File: src/rtl/fuzzy_input_stage.sv
// fuzzy_input_stage: samples the measured (v1) and setpoint (v2) ADC readings
// every SAMPLE_DIV clocks, block-averages 2^AVG_LOG2 samples per channel and
// presents the fuzzy controller's crisp inputs: err = avg_v1 - avg_v2 and
// derr = err - previous err, qualified by a one-cycle out_valid pulse.
// Optional feature: define FUZZY_DERR_CLAMP_EN to saturate derr to
// [-DERR_MAX, +DERR_MAX]; the stored previous error is always unclamped.

module fuzzy_input_stage #(
  parameter int SAMPLE_DIV = 1000,
  parameter int AVG_LOG2   = 3,
  parameter int DERR_MAX   = 1023
) (
  input  logic        clk,
  input  logic        rst,
  input  logic [11:0] v1,
  input  logic [11:0] v2,
  output logic [12:0] err,
  output logic [13:0] derr,
  output logic        out_valid
);

  localparam int TICK_W = $clog2(SAMPLE_DIV);
  localparam int ACC_W  = 12 + AVG_LOG2;
  localparam int CNT_W  = (AVG_LOG2 > 0) ? AVG_LOG2 : 1;
  localparam int NSAMP  = 1 << AVG_LOG2;

  typedef enum logic [1:0] {
    ACCUM = 2'd0,
    CALC  = 2'd1,
    OUT   = 2'd2
  } state_t;

  logic [TICK_W-1:0] tick_reg;
  logic [CNT_W-1:0]  cnt_reg;
  logic [ACC_W-1:0]  acc1_reg, acc2_reg;
  logic [ACC_W-1:0]  sum1_reg, sum2_reg;
  logic [ACC_W-1:0]  acc1_next, acc2_next;
  logic              capture;
  logic              last_capture;

  state_t            state_reg;
  logic              first_reg;
  logic signed [12:0] err_prev_reg;
  logic [12:0]       err_reg;
  logic [13:0]       derr_reg;
  logic              out_valid_reg;

  logic [11:0]        avg1, avg2;
  logic signed [12:0] err_n;
  logic signed [13:0] derr_full;
  logic signed [13:0] derr_n;

  // Capture strobe on the last tick of each sample period; the final capture
  // of a block is the one that completes 2^AVG_LOG2 samples.
  assign capture      = (tick_reg == TICK_W'(SAMPLE_DIV - 1));
  assign last_capture = capture && (cnt_reg == CNT_W'(NSAMP - 1));
  assign acc1_next    = acc1_reg + ACC_W'(v1);
  assign acc2_next    = acc2_reg + ACC_W'(v2);

  // Averages are floor(sum / 2^AVG_LOG2): the top 12 bits of the block sum.
  assign avg1      = sum1_reg[ACC_W-1:AVG_LOG2];
  assign avg2      = sum2_reg[ACC_W-1:AVG_LOG2];
  assign err_n     = signed'({1'b0, avg1}) - signed'({1'b0, avg2});
  assign derr_full = {err_n[12], err_n} - {err_prev_reg[12], err_prev_reg};

  // Change-of-error selection: zero for the first block, optionally saturated.
  always_comb begin
    derr_n = derr_full;
    if (first_reg) begin
      derr_n = '0;
    end
`ifdef FUZZY_DERR_CLAMP_EN
    else if (derr_full > 14'sd0 + 14'(DERR_MAX)) begin
      derr_n = 14'(DERR_MAX);
    end else if (derr_full < -(14'sd0 + 14'(DERR_MAX))) begin
      derr_n = -(14'sd0 + 14'(DERR_MAX));
    end
`endif
  end

  // Free-running tick counter, sample counter and block accumulators; never
  // stalled by the FSM so no sample is dropped between blocks.
  always_ff @(posedge clk) begin
    if (rst) begin
      tick_reg <= '0;
      cnt_reg  <= '0;
      acc1_reg <= '0;
      acc2_reg <= '0;
      sum1_reg <= '0;
      sum2_reg <= '0;
    end else begin
      if (capture) begin
        tick_reg <= '0;
      end else begin
        tick_reg <= tick_reg + TICK_W'(1);
      end
      if (last_capture) begin
        // Block complete: hand the sums to the FSM and restart empty so the
        // next capture seeds the new block.
        cnt_reg  <= '0;
        sum1_reg <= acc1_next;
        sum2_reg <= acc2_next;
        acc1_reg <= '0;
        acc2_reg <= '0;
      end else if (capture) begin
        cnt_reg  <= cnt_reg + CNT_W'(1);
        acc1_reg <= acc1_next;
        acc2_reg <= acc2_next;
      end
    end
  end

  // ACCUM -> CALC -> OUT sequencer; outputs are registered leaving CALC so
  // they and out_valid are presented together while in OUT.
  always_ff @(posedge clk) begin
    if (rst) begin
      state_reg     <= ACCUM;
      first_reg     <= 1'b1;
      err_prev_reg  <= '0;
      err_reg       <= '0;
      derr_reg      <= '0;
      out_valid_reg <= 1'b0;
    end else begin
      case (state_reg)
        ACCUM: begin
          out_valid_reg <= 1'b0;
          if (last_capture) begin
            state_reg <= CALC;
          end
        end
        CALC: begin
          err_reg       <= err_n;
          derr_reg      <= derr_n;
          err_prev_reg  <= err_n;
          out_valid_reg <= 1'b1;
          state_reg     <= OUT;
        end
        OUT: begin
          out_valid_reg <= 1'b0;
          first_reg     <= 1'b0;
          state_reg     <= ACCUM;
        end
        default: begin
          out_valid_reg <= 1'b0;
          state_reg     <= ACCUM;
        end
      endcase
    end
  end

  assign err       = err_reg;
  assign derr      = derr_reg;
  assign out_valid = out_valid_reg;

endmodule

File: config.mk
export PLATFORM = sky130hd
export DESIGN_NAME = fuzzy_input_stage
export DESIGN_NICKNAME = d
export VERILOG_FILES = /design/src/rtl/fuzzy_input_stage.sv
export SDC_FILE = /design/constraint.sdc
export NUM_CORES = 1
export LEC_CHECK = 0
export CORE_MARGIN = 1
export CORE_UTILIZATION = 40
export DETAILED_ROUTE_END_ITERATION = 16
export PLACE_DENSITY_LB_ADDON = 0.12
export REMOVE_ABC_BUFFERS = 1
export SETUP_SLACK_MARGIN = 0.4
export SYNTH_ARGS = -nofsm -noshare
export SYNTH_HDL_FRONTEND = slang
export SYNTH_SLANG_ARGS = --single-unit
File: constraint.sdc
create_clock -name clk -period 4.1 [get_ports clk]
set_input_delay 0.82 -clock clk [delete_from_list [all_inputs] [get_ports clk]]
set_output_delay 0.82 -clock clk [all_outputs]
set_load 0.01 [all_outputs]
==> metrics.yaml, run 1 <==
outcome:
  outcome: "finished clean"
cells_and_area:
  final.fill_count: 1373
  diodes: 0
  ff_latch_area_um2: 1960
  area.growth.synth_to_final_pct: 17.5
  multi_input_area_um2: 3630
  final_nets: 864
  drive_gt1_frac: 0.0483
timing:
  finalCritPeriodShare: 0.850
  worstMarginPinSlew_ns: 0.960
  fin_tns_setup_ns: 0
  max_slew_margin: 0.355
  setup_viol: 0
  finClkSkew_ns: 0.00773
  rsz0062_at_grt: "false"
  fin_ws_ns: 0.616
  fmax_ghz: 0.287
  hold_violations: 0
  post-route-min-period_ns: 3.48
  drv_slew: 0
synthesis:
  syn_area_per_cell_um2: 7.96
  ys.flop_type: "dfxtp_1"
  ys_ff_latch: 98
  synthMuxAreaShare: 0
  yosysWarnings: 0
  synth-simple-area-share: 0.221
  syn_inst: 740
  synth-edff-count: 0
  synth_cell_types: 59
  synthAdderAreaFrac: 0.124
  syn_area_um2: 5890
  synth_xor_area_frac: 0.0506
  ys_seq_area_frac: 0.333
  synth_top_family_by_area: "compound AO/OA/AOI/OAI gates"
  synth_compound_area_frac: 0.221
  async_flop_share: 0
worst_setup_path:
  worst_ep_arrival_time_ns: 3.73
  crit_path_end_kind: "register"
  worst-path-max-fanout: 6
  worstSetupPathType: "reg2reg"
  crit_required_ns: 4.35
  start_kind: "register"
power:
  p_int_mw: 1.55
  powerDensity_nw_per_um2: 288
  pwr-share-clk: 0.472
  max-vdd-ir-drop_mv: 0.268
  p_leak_nw: 2.49
  power_mw: 1.99
  p_sw_frac: 0.223
  p_sw_mw: 0.443
  seqPwrFrac: 0.480
  p_comb_frac: 0.048
clocking:
  cts_root_buf: "clkbuf_16"
  cts.hold.buffers_added: 0
  cts_sinks: 98
  path_clk_slew_ns: 0.07
  h-tree-depth: 3
  cts_tree: "yes"
  cts_buffers: 9
  cts_buffer_depth: 2
  clk-insertion-delay-late_ns: 0.36
die:
  io_pins: 54
  start_util: 0.418
  core_area_um2: 14100
  die_area_um2: 15200
  die_h_um: 123
  die_x_um: 123
  rows: 43
drt:
  drt_wl_total_um: 14000
  ant_nets: 0
  drt-initial-drc-count: 288
  drc: 0
  post_drt_wl_per_cell_um: 14.5
  via_count: 5281
  drt_pass1_iterations: 4
  viasPerCell: 5.46
placement:
  hpwl_um: 10200
  portBuffers: 53
  gp_congestion: 0.853
  dpl_worst_slack_ns: 0.656
min_path:
  hold_path_class: "reg2reg"
run:
  max-cap-violations: 0
global_route:
  grt_overflow_total: 0
  grt_max_degree: 40
  grt_pass1_wl_um: 23600
  antenna_found_initial: 0
  grt_usage: 0.199
  grt_pass1_vias: 5067
[layout make-up]
type                    count  share of cell area
clock buffers              10              0.0345
repair buffers             63              0.0868
multi-input cells         565               0.525
clock inverters             6              0.0128
well taps                 180              0.0325
flip-flops and latches     98               0.284
inverters                  45              0.0244
[worst max-delay path: stages, from the launching register on]
cell      delay [ns]
dfxtp_1         0.37
inv_1           0.06
ha_1            0.26
nor2b_1         0.13
o21ai_1         0.15
a21boi_1        0.11
o31a_1          0.29
or2_2           0.31
a21oi_2         0.19
xnor2_1         0.14
ha_1            0.31
a21o_1          0.23
nor3_1          0.17
nand3_1         0.13
a41oi_1         0.26
xnor2_1         0.09
a22o_1          0.19
[worst paths after layout]
check / startpoint / endpoint / slack (ns) / cells after the start
min reg2reg: derr[10]$_SDFFE_PP0P_ / derr[10]$_SDFFE_PP0P_ / 0.45 / 2
min: derr[10]$_SDFFE_PP0P_ / derr[10]$_SDFFE_PP0P_ / 0.45 / 2
max: sum2_reg[4]$_SDFFE_PP0P_ / derr[12]$_SDFFE_PP0P_ / 0.62 / 16
max reg2reg: sum2_reg[4]$_SDFFE_PP0P_ / derr[12]$_SDFFE_PP0P_ / 0.62 / 16
[logic make-up after synthesis]
logic type,Yosys count
flip-flops,98
buffers and inverters,77
AND/OR/NAND/NOR,275
AO/OA/AOI/OAI,200
adder cells (fa/ha/maj),56
XOR/XNOR,34
[layout by cell type (no fill, tap or decap), types with 5 or more instances in the layout]
cell and n:
dfxtp_1 98, ha_1 52, nor2b_1 12, a21o_1 7, nand3_1 38, xor2_1 13
a22o_1 5, or4_1 8, nor3_1 18, nor2_1 56, o21a_1 8, o21ai_0 34
nand4_1 7, inv_1 45, nand2_1 99, clkdlybuf4s50_1 52, o211ai_1 9, xnor2_1 21
o31a_1 5, or3_1 14, a21oi_1 73, a211oi_1 12, clkbuf_16 9, buf_4 10
[per-stage QoR]
stage	hold slack [ns]	util	std cells	cell area (um2)
2_1_floorplan	0.420	-	708	5760
3_3_place_gp	0.435	0.467	951	6590
3_5_place_dp	0.438	0.467	951	6590
4_1_cts	0.455	0.491	967	6920
5_1_grt	0.475	0.491	967	6920
6_report	0.449	0.491	967	6920
[cell usage after synthesis (14+ instances only)]
cell type / number / share of area
inv_1: 45 / 0.029
o21ai_0: 34 / 0.029
a21oi_1: 74 / 0.063
nand3_1: 38 / 0.032
or3_1: 14 / 0.015
xnor2_1: 21 / 0.031
ha_1: 52 / 0.11
dfxtp_1: 98 / 0.33
clkbuf_1: 20 / 0.013
nand2_1: 99 / 0.063
nor3_1: 18 / 0.015
nor2_1: 56 / 0.036
[per-layer routing]
metal | GRT usage | up-vias | share of wire
met2 | 0.353 | 88 | 0.47
met1 | 0.236 | 2467 | 0.48
li1 | - | 2713 | -
met4 | 0.0527 | 0 | 0.011
met3 | 0.0498 | 13 | 0.039
met5 | 0 | - | 0
[power groups by stage]
stage | clock [mW] | combinational [mW] | sequential (mW)
floorplan | 0 | 0.0427 | 0.977
global placement | 0 | 0.0945 | 0.978
detailed placement | 0 | 0.0951 | 0.978
CTS | 0.975 | 0.0956 | 0.956
global route | 1.01 | 0.104 | 0.956
finish | 0.940 | 0.0953 | 0.956
[repair_timing]
item	in CTS	in global routing
resized for setup	0	1
endpoints found under the setup margin	0	1
buffers inserted	0	0
Power figures use the tool's default switching activity.
==> run 2: changes to the inputs <==
clock period = 3.35 ns   (was 4.1 ns; I/O delays follow)
==> metrics.yaml, run 2 (synthesis gave the netlist of run 1 again) <==
worst_setup_path:
  crit_required_ns: 3.60
  start_kind: "register"
  worstSetupPathType: "reg2reg"
  worst_ep_arrival_time_ns: 3.36
  worst-path-max-fanout: 4
  crit_path_end_kind: "register"
power:
  p_sw_mw: 0.551
  p_int_mw: 1.84
  p_comb_frac: 0.049
  seqPwrFrac: 0.488
  pwr-share-clk: 0.462
  power_mw: 2.40
  p_leak_nw: 2.68
  max-vdd-ir-drop_mv: 0.226
  p_sw_frac: 0.230
  powerDensity_nw_per_um2: 324
placement:
  portBuffers: 53
  gp_congestion: 0.847
  hpwl_um: 10400
  place_area_um2: 6670
  dpl_worst_slack_ns: -0.0431
  dp.cells: 960
timing:
  setup_viol: 0
  fin_tns_setup_ns: 0
  hold_violations: 0
  max_slew_margin: 0.572
  drv_slew: 0
  finClkSkew_ns: 0.00727
  post-route-min-period_ns: 3.11
  finalCritPeriodShare: 0.929
  worstMarginPinSlew_ns: 0.641
  fin_ws_ns: 0.237
  rsz0062_at_grt: "true"
  worst_hold_slack_ns: 0.458
  fmax_ghz: 0.321
cells_and_area:
  instances_no_fill: 995
  drive_gt1_frac: 0.135
  diodes: 0
  final_nets: 892
  final.fill_count: 1325
  mostFrequentLayoutCell: "nand2_1"
  final_cell_mix: "nand2_1 (98), dfxtp_1 (95), a21oi_1 (69)"
  utilization: 0.525
  ff_latch_area_um2: 1970
  final_area_um2: 7400
  area.growth.synth_to_final_pct: 25.7
  multi_input_area_um2: 3900
global_route:
  antenna_found_initial: 0
  grt_max_degree: 38
  grt_usage: 0.206
  grt_pass1_vias: 5267
  grt_pass1_wl_um: 24600
  grt_overflow_total: 0
clocking:
  h-tree-depth: 3
  cts_buffer_depth: 2
  cts_buffers: 9
  cts_tree: "yes"
  cts.hold.buffers_added: 0
  cts_sinks: 98
  path_clk_slew_ns: 0.07
  cts_root_buf: "clkbuf_16"
  clk-insertion-delay-late_ns: 0.36
die:
  core_area_um2: 14100
  die_h_um: 123
  die_x_um: 123
  io_pins: 54
  die_area_um2: 15200
  start_util: 0.418
  rows: 43
run:
  max-cap-violations: 0
drt:
  ant_nets: 0
  via_count: 5483
  drt-initial-drc-count: 279
  drt_wl_total_um: 14900
  post_drt_wl_per_cell_um: 14.9
  viasPerCell: 5.51
  drc: 0
  drt_pass1_iterations: 4
min_path:
  hold_path_class: "reg2reg"
outcome:
  outcome: "finished clean"
-- run 2: changes by cell type in the layout (fill, tap and decap cells not counted), sizes merged --
cell and delta:
buf +28, bufinv -1, clkbuf +1, clkinv +2, clkinvlp -2
-- run 2: critical path, cell delays in order, from the launching register on --
cell,delay [ns]
dfxtp_2,0.34
inv_2,0.04
ha_4,0.23
nor2b_4,0.12
o21ai_2,0.14
a21boi_2,0.08
o31a_1,0.29
o2111a_2,0.28
o31a_1,0.30
nor2_2,0.15
ha_4,0.21
or2_4,0.25
a21oi_2,0.14
a31oi_2,0.07
xor2_1,0.16
a22o_1,0.20
-- run 2: final cells by class --
class                      count  share of cell area
clock buffer                  11              0.0341
tap                          180              0.0304
timing repair buffer          91               0.112
multi-input combinational    565               0.527
inverter                      45              0.0228
clock inverter                 5             0.00828
sequential                    98               0.266
-- run 2: worst paths after layout --
check                                               from                        to  slack (ns)  depth (start not counted)
worst max-delay path            sum2_reg[4]$_SDFFE_PP0P_     derr[11]$_SDFFE_PP0P_        0.24                         15
worst min-delay path            sum2_reg[5]$_SDFFE_PP0P_  sum2_reg[5]$_SDFFE_PP0P_        0.46                          2
worst max register to register  sum2_reg[4]$_SDFFE_PP0P_     derr[11]$_SDFFE_PP0P_        0.24                         15
worst min register to register  sum2_reg[5]$_SDFFE_PP0P_  sum2_reg[5]$_SDFFE_PP0P_        0.46                          2
-- run 2: layer usage --
layer / track usage / wire length, um
met4: 0.0964 / 311
met5: 0 / 0
met2: 0.340 / 7020
met1: 0.261 / 7040
met3: 0.0327 / 483
-- run 2: timing repair --
| item | CTS | global route |
|---|---|---|
| cloned | 0 | 0 |
| setup buffers | 8 | 11 |
| pin swaps | 31 | 24 |
| endpoints found under the setup margin | 10 | 16 |
| endpoints found under the hold margin | 0 | 0 |
| resized for setup | 31 | 31 |
-- run 2: power by group through the flow --
stage | clock, mW | combinational (mW) | sequential [mW]
after floorplan | 0 | 0.0523 | 1.20
after global placement | 0 | 0.116 | 1.20
after detailed placement | 0 | 0.118 | 1.20
after CTS | 1.14 | 0.119 | 1.17
after global routing | 1.18 | 0.130 | 1.17
final | 1.11 | 0.118 | 1.17
==> run 3: changes to the inputs <==
SLEW_MARGIN = 20   (was unset)
==> results of run 3 <==
Final layout, timing and power as in run 2 (identical DEF).
